File: src/rtl/cordic_vector_iter.sv
// Vectoring-mode CORDIC: rotates (Vx,Vy) onto the x axis, two micro-rotations per clock.
// Define CORDIC_GAIN_COMP_EN to add a one-cycle COMP state that removes the CORDIC gain from mag.
//
// state | meaning
// IDLE  | waiting for a vector (in_ready high)
// ITER  | four cycles of paired micro-rotations, counted down by cnt
// COMP  | gain compensation of x into mag (CORDIC_GAIN_COMP_EN only)
// DONE  | result held on mag/angle until out_ready
module cordic_vector_iter (
   input  logic                clk,
   input  logic                rst_n,
   input  logic                in_valid,
   output logic                in_ready,
   input  logic signed [18:0]  Vx,
   input  logic signed [18:0]  Vy,
   output logic                out_valid,
   input  logic                out_ready,
   output logic        [19:0]  mag,
   output logic signed [8:0]   angle
);

`ifdef CORDIC_GAIN_COMP_EN
   typedef enum logic [1:0] {IDLE, ITER, COMP, DONE} state_t;
`else
   typedef enum logic [1:0] {IDLE, ITER, DONE} state_t;
`endif

   state_t state, state_nxt;

   logic        [1:0]  cnt;
   logic signed [20:0] x, y;
   logic signed [8:0]  z;

   logic signed [20:0] vx_e, vy_e;
   logic signed [20:0] x1, y1, x2, y2;
   logic signed [8:0]  z1, z2;
   logic        [2:0]  i0, i1;
   logic               capture;

   function automatic logic signed [8:0] atan_lut(input logic [2:0] i);
      case (i)
         3'd0:    atan_lut = 9'sd64;
         3'd1:    atan_lut = 9'sd38;
         3'd2:    atan_lut = 9'sd20;
         3'd3:    atan_lut = 9'sd10;
         3'd4:    atan_lut = 9'sd5;
         3'd5:    atan_lut = 9'sd3;
         default: atan_lut = 9'sd1;
      endcase
   endfunction

   assign capture   = in_valid && in_ready;
   assign out_valid = (state == DONE);
   assign vx_e      = {{2{Vx[18]}}, Vx};
   assign vy_e      = {{2{Vy[18]}}, Vy};

   // cnt counts 3..0, so the step pair for this cycle is 2*(3-cnt) and 2*(3-cnt)+1
   assign i0 = {~cnt, 1'b0};
   assign i1 = {~cnt, 1'b1};

   always_comb begin
      x1 = x;
      y1 = y;
      z1 = z;
      x2 = x;
      y2 = y;
      z2 = z;
      if (!y[20]) begin
         x1 = x + (y >>> i0);
         y1 = y - (x >>> i0);
         z1 = z + atan_lut(i0);
      end else begin
         x1 = x - (y >>> i0);
         y1 = y + (x >>> i0);
         z1 = z - atan_lut(i0);
      end
      if (!y1[20]) begin
         x2 = x1 + (y1 >>> i1);
         y2 = y1 - (x1 >>> i1);
         z2 = z1 + atan_lut(i1);
      end else begin
         x2 = x1 - (y1 >>> i1);
         y2 = y1 + (x1 >>> i1);
         z2 = z1 - atan_lut(i1);
      end
   end

`ifdef CORDIC_GAIN_COMP_EN
   logic [19:0] xm, comp;
   // x is non-negative and below 2^20 after the iterations, so the low 20 bits carry it fully
   assign xm   = x[19:0];
   assign comp = (xm >> 1) + (xm >> 3) - (xm >> 6) - (xm >> 9);
`endif

   always_comb begin
      state_nxt = state;
      case (state)
         IDLE: if (capture) state_nxt = ITER;
`ifdef CORDIC_GAIN_COMP_EN
         ITER: if (cnt == 2'd0) state_nxt = COMP;
         COMP: state_nxt = DONE;
`else
         ITER: if (cnt == 2'd0) state_nxt = DONE;
`endif
         DONE: if (out_ready) state_nxt = IDLE;
         default: state_nxt = IDLE;
      endcase
   end

   always_ff @(posedge clk or negedge rst_n) begin
      if (!rst_n) begin
         state    <= IDLE;
         in_ready <= 1'b0;
      end else begin
         state    <= state_nxt;
         in_ready <= (state_nxt == IDLE);
      end
   end

   always_ff @(posedge clk or negedge rst_n) begin
      if (!rst_n) begin
         cnt   <= 2'd0;
         x     <= '0;
         y     <= '0;
         z     <= '0;
         mag   <= '0;
         angle <= '0;
      end else begin
         case (state)
            IDLE: begin
               if (capture) begin
                  cnt <= 2'd3;
                  if (!vx_e[20]) begin
                     x <= vx_e;
                     y <= vy_e;
                     z <= 9'sd0;
                  end else if (!vy_e[20]) begin
                     x <= vy_e;
                     y <= -vx_e;
                     z <= 9'sd128;
                  end else begin
                     x <= -vy_e;
                     y <= vx_e;
                     z <= -9'sd128;
                  end
               end
            end
            ITER: begin
               x <= x2;
               y <= y2;
               z <= z2;
               if (cnt != 2'd0) begin
                  cnt <= cnt - 2'd1;
               end
`ifndef CORDIC_GAIN_COMP_EN
               if (cnt == 2'd0) begin
                  mag   <= x2[19:0];
                  angle <= z2;
               end
`endif
            end
`ifdef CORDIC_GAIN_COMP_EN
            COMP: begin
               mag   <= comp;
               angle <= z;
            end
`endif
            default: ;
         endcase
      end
   end

endmodule

File: config.mk
export PLATFORM = sky130hd
export DESIGN_NAME = cordic_vector_iter
export DESIGN_NICKNAME = d
export VERILOG_FILES = /design/src/rtl/cordic_vector_iter.sv
export SDC_FILE = /design/constraint.sdc
export NUM_CORES = 1
export LEC_CHECK = 0
export ABC_AREA = 1
export CAP_MARGIN = 15
export CORE_MARGIN = 2
export CORE_UTILIZATION = 40
export CTS_CLUSTER_SIZE = 25
export DETAILED_ROUTE_END_ITERATION = 7
export GPL_TIMING_DRIVEN = 0
export SYNTH_ARGS = -nofsm -noshare
export SYNTH_HDL_FRONTEND = slang
export SYNTH_SLANG_ARGS = --single-unit
export TNS_END_PERCENT = 20
File: constraint.sdc
create_clock -name clk -period 6.5 [get_ports clk]
set_clock_uncertainty 0.05 [all_clocks]
set_input_delay 0.975 -clock clk [delete_from_list [all_inputs] [get_ports clk]]
set_output_delay 0.975 -clock clk [all_outputs]
set_load 0.01 [all_outputs]
== Yosys cells after proc, flatten, opt, wreduce, memory -nomap -nowiden ==
Index checks and enable logic that the tools add are counted.
Widths: inputs -> output; s select.

* Bits in registers: 85
* Input port bits: 42
* Output and inout bits: 31
* Word-level logic and storage cells: 77

* Add/sub/neg operators: 15
* Equal/unequal tests: 6
* Shifts and indexed selects: 4
* Muxes and demuxes: 31
* Bitwise logic cells: 1
* Reduce and logical (&&, ||, !) cells: 12

{| class="wikitable"
|+ Operators by type and width
! cell !! number
|-
| $mux 21 || 10
|-
| $add 21x21->21 || 4
|-
| $pmux 21 s2 || 2
|-
| $sshr 21x3->21 || 4
|-
| $sub 21x21->21 || 4
|-
| $mux 9 || 9
|-
| $neg 19->21 || 2
|-
| $pmux 7 s4 || 1
|-
| $pmux 7 s3 || 1
|-
| $add 9x9->9 || 2
|-
| $pmux 9 s2 || 1
|-
| $sub 9x9->9 || 2
|-
| $mux 2 || 5
|-
| $logic_not 2->1 || 4
|-
| $logic_not 3->1 || 2
|-
| $pmux 2 s3 || 1
|-
| $eq 2x1->1 const B || 2
|-
| $eq 2x2->1 const B || 2
|-
| $ne 2x2->1 const B || 2
|-
| $pmux 2 s2 || 1
|-
| $reduce_and 2->1 || 2
|-
| $reduce_bool 2->1 || 2
|-
| $reduce_and 3->1 || 1
|-
| $not 2->2 || 1
|-
| other kinds (2) || 2
|}

== Logic depth before layout (Yosys ltp) ==
Gate-level depths: netlist of run 1.

* Word-level depth: 9
* Depth in mapped cells: 56
* Mapped depth without buffers: 53

== Least setup slack after synthesis of run 1 ==
OpenSTA, ideal clock, no wires.

* Kind: register -> register
* Start: reg cnt[0]
* End: reg x[20]
* Setup time: 0.118 ns
* Arrival time: 6.531 ns
* Required time: 6.332 ns
* Slack: -0.199 ns
* Stages on the path, launching flop included: 48
* Cell sequence: dfrtp_1 inv_2 buf_6 buf_6 buf_2 buf_2 buf_2 o21ai_0 nand2_1 nand3_1 nor2_1 nand4_1 nor2_1 inv_1 nor2_1 nand3_1 nor2_1 nor2_1 (+12 left out) nand3b_1 nand2_1 a21o_1 a21oi_1 nor3_1 a31oi_1 o21ai_0 nand3_1 nand2_1 nand3_1 nand2_1 nand3_1 nand2_1 nand3_1 nand2_1 nand3_1 nand3_1 nand2_1

* Cells in the longest elaborated chain, start to end: 8
* Elaborated cells between the ends (all ways): 14

{| class="wikitable"
|+ RTL lines
! item !! line !! RTL
|-
| start: declaration || 30 || <nowiki>logic [1:0] cnt;</nowiki>
|-
| start signal: assignment || 153 || <nowiki>cnt <= cnt - 2'd1;</nowiki>
|-
| $not 2->2 * || 58, 59 ||
|-
| $sshr 21x3->21 || 70, 74 ||
|-
| $sub 21x21->21 or $add 21x21->21 (tied branches) || 70, 74 ||
|-
| $mux 21 || 68 || <nowiki>if (!y[20]) begin</nowiki>
|-
| $sshr 21x3->21 || 78, 82 ||
|-
| $add 21x21->21 or $sub 21x21->21 (tied branches) || 78, 82 ||
|-
| $mux 21 * || 77 || <nowiki>if (!y1[20]) begin</nowiki>
|-
| $pmux 21 s2 * || 129 || <nowiki>case (state)</nowiki>
|-
| end signal: assignment || 134 || <nowiki>x <= vx_e;</nowiki>
|-
| end signal: assignment || 138 || <nowiki>x <= vy_e;</nowiki>
|-
| end signal: assignment || 142 || <nowiki>x <= -vy_e;</nowiki>
|-
| end: declaration || 31 || <nowiki>logic signed [20:0] x, y;</nowiki>
|}

Mark *: on every way between the ends. The rest lies on a longest branch, timed or not.
A chain may end at the register's enable or synchronous reset.

== Final worst setup path of run 1 ==
* Start: reg cnt[0]
* End: reg x[17]

The elaborated chain is that of the path after synthesis.

==> metrics.md, run 1 <==
| Metric | Value |
|---|---|
| GRT Resource Usage Total | 0.348 |
| Initial antenna violation count | 0 |
| Routed WL | 60500 um |
| Worst r2r path cells | 45 |
| Synth area leader | nand2_1 |
| Fmax | 0.147 GHz |
| Port bufs | 71 |
| Unrepaired setup endpoints after global routing | true |
| CP arrival | 7.05 ns |
| Layout cells sized above 1 | 0.184 |
| Cells on Worst Hold Path | 2 |
| Sequential area share after synthesis | 0.163 |
| Die width | 185 um |
| Global-route wire length before repair | 87800 um |
| CP Capture Type | flip-flop |
| Max_cap viols | 0 |
| Violated checks | setup timing |
| Die ar. | 34100 sq um |
| Vias in the first global route | 14600 |
| Pin count of the biggest net entering global routing | 55 |
| Die Span Y | 185 um |
| Worst-Margin Slew | 0.888 ns |
| Ys async rst share | 1.00 |
| Post-synth top flop | dfrtp_1 |
| Count leader, synth | nand2_1 |
| Post-synth EDFFs | 0 |
| Worst hold path endpoint | angle[0]$_DFFE_PN0P_ |
| Library cells used by synthesis | 50 |
| Final-report hold violation count | 0 |
| Fin util | 0.528 |
| Synth top cells by count | nand2_1, inv_1, nand3_1 |
| CTS Sinks | 85 |
| WP buf/inv | 10 |
| Final setup fails | 24 |
| M1 GR Usage | 0.460 |
| CTS Root Cell | clkbuf_16 |
| RR Startpoint | cnt[0]$_DFFE_PN0P_ |
| CTS tree | built |
| Yosys warnings | 0 |
| Post-synth top area share | 0.195 |
| Initial core utilization | 0.404 |
| Area delta synth->final | 30.6% |
| Final worst-path cycle share | 1.05 |
| Internal reg-to-reg setup slack | -0.30 ns |
| CP top delay family | simple AND/OR/NAND/NOR gates |
| Worst-path clk slew | ~0.070 ns |
| Critical path fanouts, max | 10 |
| Synth top area cells | nand2_1, dfrtp_1, ha_1 |
| Diodes inserted | 0 |
| Wirelength per Cell | about 21 um |
| Placer's final routability congestion estimate | 1.02 |
| DRC | 0 |
| GR peak layer | met2 |
| Mapped Area | 13000 sq um |
| Period minus WS final | slightly below 7 ns |
| Core Rows | 66 |
| Reg2reg end | x[17]$_DFFE_PN0P_ |
| Met3 global-route usage | 0.0356 |
| Final ANT Viol Nets | 0 |
| DRT Pass-1 Iters | 6 |
| Levels on crit path | 45 |
| Worst path max stage delay | 0.46 ns |
| Fin. max-slew vios | 0 |
| Worst hold start | angle[0]$_DFFE_PN0P_ |
| #FFs+latches synth | 85 |
| Post-Syn Instances | 2200 |
| Via Count | 15900 |
| CP Class | reg2reg |
| Avg Synthesized Cell Area | 5.93 sq um |
| Relative slew slack | 0.406 |
| CP max stage cell | dfrtp_2 |
| Synthesized net count | 2361 |
| PnR worst setup slack | -0.303 ns |
| # fillers | 3265 |
| # IOs | 73 |
| Met2 Track Usage GR | 0.545 |
| Critical Path Start | cnt[0]$_DFFE_PN0P_ |
| Layout Nets | 2529 |
| Worst Setup Start Kind | flip-flop |
| Clk_lat worst skew | 0.36 ns |
| Min-delay worst type | reg2reg |
| Vias/cell | around 5.6 |
| CP required | 6.74 ns |
| H-tree level count | 3 |
| Dpl hpwl | between 40000 and 50000 um |
| CTS Hold Buffers Added | 0 |
| Overflow after GRT | 0 |
| Core area | 32300 sq um |
| Clock Path Buffers | 2 |
| CTS buffer count | 9 |
| Number of DRC markers in iteration 0 | 1677 |
| Status | complete, but fails checks |
| Most frequent CP cell | nand2_1 |
-- cell type report --
class | instances | area, sq um | area share
Sequential cell | 85 | 2130 | 0.125
Multi-Input combinational cell | 1774 | 11000 | 0.649
Buffer | 69 | 558 | 0.0328
Timing Repair Buffer | 161 | 1430 | 0.0839
Tap cell | 442 | 553 | 0.0325
Clock buffer | 9 | 225 | 0.0132
Clock inverter | 7 | 75.1 | 0.00441
Inverter | 268 | 1020 | 0.0598
-- kinds of logic (layout without fill, tap and decap cells) --
kind of cell,count (synthesis),count (layout),share of synthesized area
compound gates,386,386,0.165
simple gates,1138,1138,0.364
buf+inv,341,514,0.103
mux,1,1,0.000767
flops,85,85,0.163
xor+xnor,130,130,0.0873
fa+ha+maj,119,119,0.118
-- worst min-delay path, delay by kind of cell (launching register included) --
kind	cells	cell delay [ns]
DFF	1	0.35
and+or+nand+nor	2	0.11
-- flip-flops by register name (all words and copies together) (netlist names) --
signal / cells
x: 21
y: 21
mag: 20
angle: 9
z: 9
cnt: 2
state: 2
in_ready: 1
-- how the worst max path moves through the flow --
stage	endpoint	slack [ns]
floorplan	x[20]$_DFFE_PN0P_	-0.04
global placement	y[20]$_DFFE_PN0P_	-2.91
detailed placement	y[20]$_DFFE_PN0P_	-2.94
CTS	x[17]$_DFFE_PN0P_	-0.49
global route	x[20]$_DFFE_PN0P_	-0.65
finish	x[17]$_DFFE_PN0P_	-0.30
-- repair_timing --
action | 4_1_cts | 5_1_grt
pin swaps | 79 | 105
gates cloned | 1 | 0
gates resized for setup | 243 | 189
setup endpoints to repair | 75 | 55
setup buffers | 60 | 28
-- layer usage --
metal	routed length, um	vias up	part of all wire
li1	-	7494	-
met1	25000	7435	0.41
met2	26200	798	0.43
met3	5090	176	0.084
met4	4240	0	0.070
met5	0	-	0
-- placed cells by master, fill, tap and decap left out, drive strengths merged, types with 28 or more instances in the layout --
cell | synthesis | layout
nand2 | 688 | 688
inv | 266 | 270
nand3 | 208 | 208
nor2 | 183 | 183
o21ai | 153 | 153
a21oi | 148 | 148
buf | 38 | 125
ha | 113 | 113
xor2 | 90 | 90
dfrtp | 85 | 85
clkdlybuf4s50 | 0 | 70
clkbuf | 35 | 44
xnor2 | 40 | 40
nor3 | 28 | 28
-- metrics by stage --
step	std cells	hold WS, ns	area (sq um)	setup TNS [ns]	worst slack (ns)
global route	2815	0.446	17000	-12.89	-0.651
global placement	2713	0.415	14300	-134.96	-2.91
CTS	2791	0.435	16100	-7.90	-0.485
detailed placement	2714	0.416	14300	-138.04	-2.94
floorplan	2200	0.405	13000	-0.0399	-0.0399
finish	2815	0.431	17000	-3.52	-0.303
Power of run 1 is not shown: default switching activity piles up to over one toggle a cycle in this logic, so the estimate is an artifact.
==> run 2: changes to the inputs <==
--- a/config.mk
+++ b/config.mk
@@ -7,11 +7,14 @@
 export LEC_CHECK = 0
 export ABC_AREA = 1
 export CAP_MARGIN = 15
+export CELL_PAD_IN_SITES_DETAIL_PLACEMENT = 0
+export CELL_PAD_IN_SITES_GLOBAL_PLACEMENT = 1
 export CORE_MARGIN = 2
-export CORE_UTILIZATION = 40
+export CORE_UTILIZATION = 35
 export CTS_CLUSTER_SIZE = 25
 export DETAILED_ROUTE_END_ITERATION = 7
 export GPL_TIMING_DRIVEN = 0
+export PLACE_DENSITY_LB_ADDON = 0.1
 export SYNTH_ARGS = -nofsm -noshare
 export SYNTH_HDL_FRONTEND = slang
 export SYNTH_SLANG_ARGS = --single-unit
==> metrics.md, run 2 (synthesized netlist as in run 1, its figures left out) <==
| Metric | Value |
|---|---|
| Status | complete, but fails checks |
| Violated checks | setup timing |
| Worst Setup Start Kind | flip-flop |
| Period minus WS final | 6.76 ns (-0.0442 ns) |
| Layout Nets | 2555 (+1.0%) |
| H-tree level count | 3 (unchanged) |
| Total negative slack | -2.86 ns (+0.661 ns) |
| Die Span Y | 197 um (+6.8%) |
| Vias in the first global route | 14900 (+1.8%) |
| Initial core utilization | 0.355 (-0.0485) |
| Worst-Margin Slew | 0.994 ns (+0.106 ns) |
| Initial antenna violation count | 0 (unchanged) |
| Final worst-path cycle share | 1.04 (-0.00680) |
| Clk_lat worst skew | 0.36 ns (about the same) |
| Critical path fanouts, max | 11 (+1) |
| Overflow after GRT | 0 (unchanged) |
| # fillers | 3874 (+19%) |
| CTS tree | built |
| CP arrival | 7.00 ns (-0.05 ns) |
| Via Count | 15600 (-1.8%) |
| Worst-path clk slew | 0.07 ns (about the same) |
| CP Capture Type | flip-flop |
| Worst hold path endpoint | angle[0]$_DFFE_PN0P_ |
| Core Rows | 70 (+6.1%) |
| Pin count of the biggest net entering global routing | 65 (+18%) |
| Die ar. | 38800 sq um (+14%) |
| Port bufs | 71 (unchanged) |
| Die width | 197 um (+6.8%) |
| Worst path max stage delay | 0.38 ns (-0.08 ns) |
| Cell area after layout | 17500 sq um (+2.5%) |
| Core area | 36700 sq um (+14%) |
| Number of DRC markers in iteration 0 | 1321 (-21%) |
| Max_cap viols | 0 (unchanged) |
| Fin. max-slew vios | 0 (unchanged) |
| RR Startpoint | cnt[1]$_DFFE_PN0P_ |
| # IOs | 73 (unchanged) |
| Area delta synth->final | 33.9% |
| Final-report hold violation count | 0 (unchanged) |
| DRC | 0 (unchanged) |
| Internal reg-to-reg setup slack | -0.26 ns (+0.04 ns) |
| Worst r2r path cells | 51 (+13%) |
| CTS Root Cell | clkbuf_16 |
| Placer's final routability congestion estimate | 0.974 (-4.5%) |
| Clock Path Buffers | 2 (unchanged) |
| CP Class | reg2reg |
| Dpl hpwl | 51300 um (+7.1%) |
| Fin util | 0.476 (-0.0517) |
| Global-route wire length before repair | 93700 um (+6.8%) |
| Routed WL | 64100 um (+5.9%) |
| CTS Hold Buffers Added | 0 (unchanged) |
| Largest regs | x (21), y (21), mag (20) |
| Most frequent CP cell | nand2_1 |
| Vias/cell | 5.45 (-3.5%) |
| Min-delay worst type | reg2reg |
| Unrepaired setup endpoints after global routing | true |
| Cells on Worst Hold Path | 2 (unchanged) |
| CP max stage cell | dfrtp_1 |
| Worst hold start | angle[0]$_DFFE_PN0P_ |
| Reg2reg end | y[20]$_DFFE_PN0P_ |
| Diodes inserted | 0 (unchanged) |
| Placed Area | 14400 sq um (+0.23%) |
| Wirelength per Cell | 22.4 um (+4.1%) |
| PnR worst setup slack | -0.259 ns (+0.0442 ns) |
| GRT Resource Usage Total | 0.328 (-0.0200) |
| Most frequent cells in the layout | nand2_1, inv_1, nand3_1, nor2_1, a21oi_1 |
| Most common cell after layout, fill and taps aside | nand2_1 |
| CP required | 6.74 ns (about the same) |
| Relative slew slack | 0.335 (-0.0708) |
| Final setup fails | 20 (-17%) |
| CTS Sinks | 85 (unchanged) |
| DRT Pass-1 Iters | 5 (-1) |
| Fmax | 0.148 GHz (+0.65%) |
| CTS buffer count | 9 (unchanged) |
| Final ANT Viol Nets | 0 (unchanged) |
| Layout cells sized above 1 | 0.198 (+0.0136) |
[run 2: cell count changes in the layout (fill, tap and decap cells not counted), sizes merged]
cell,before,now
buf,125,149
bufinv,0,1
clkbuf,44,47
clkinv,4,5
clkinvlp,1,0
inv,270,266
[run 2: area by class of cell]
cell class	count	area, sq um	area share
buffer	71	626	0.0358
clock buffer	10	239	0.0137
clock inverter	4	58.8	0.00337
inverter	268	1030	0.0590
multi-input combinational	1774	11200	0.638
sequential	85	2130	0.122
tap	468	586	0.0335
timing repair buffer	185	1650	0.0943
[run 2: worst max-delay path, delay by kind of cell (launching register included)]
kind            cells  cell delay, ns
simple gates       26            2.53
compound gates      8            1.07
flops               1            0.38
buf+inv            11            1.21
fa+ha+maj           4            0.99
xor+xnor            2            0.39
[run 2: worst max-delay path by stage]
stage / startpoint / cells past startpoint / endpoint / slack, ns
after floorplan: cnt[0]$_DFFE_PN0P_ / 47 / x[20]$_DFFE_PN0P_ / -0.04
final: cnt[1]$_DFFE_PN0P_ / 51 / y[20]$_DFFE_PN0P_ / -0.26
after detailed placement: cnt[0]$_DFFE_PN0P_ / 51 / y[20]$_DFFE_PN0P_ / -3.48
after CTS: cnt[0]$_DFFE_PN0P_ / 48 / x[17]$_DFFE_PN0P_ / -0.42
after global placement: cnt[0]$_DFFE_PN0P_ / 51 / y[20]$_DFFE_PN0P_ / -3.40
after global routing: cnt[1]$_DFFE_PN0P_ / 50 / x[20]$_DFFE_PN0P_ / -0.52
[run 2: stage by stage]
stage / std cells / setup WS [ns] / hold WS, ns
final: 2865 / -0.259 / 0.431
after global routing: 2865 / -0.524 / 0.454
after CTS: 2823 / -0.415 / 0.433
after detailed placement: 2740 / -3.48 / 0.411
after global placement: 2739 / -3.40 / 0.411
after floorplan: 2200 / -0.0399 / 0.405
[run 2: per-layer routing]
layer / global-route usage / part of all wire
met5: 0 / 0
met4: 0.171 / 0.070
met3: 0.0282 / 0.056
met2: 0.517 / 0.43
met1: 0.447 / 0.45
[run 2: what timing repair did]
item                                    CTS  global route
buffers inserted                         69            43
endpoints found under the setup margin   75            48
cloned                                    0             1
gates resized for setup                 287           181
pin swaps                                88           113
endpoints found under the hold margin     0             0
Power of run 2 is left out for the same reason.
==> run 3: changes to the inputs <==
--- a/config.mk
+++ b/config.mk
@@ -6,6 +6,7 @@
 export NUM_CORES = 1
 export LEC_CHECK = 0
 export ABC_AREA = 1
+export ABC_CLOCK_PERIOD_IN_PS = 6500
 export CAP_MARGIN = 15
 export CELL_PAD_IN_SITES_DETAIL_PLACEMENT = 0
 export CELL_PAD_IN_SITES_GLOBAL_PLACEMENT = 1
==> results of run 3 <==
Final layout, timing and power as in run 2 (identical DEF).
Power of run 3 is left out for the same reason.
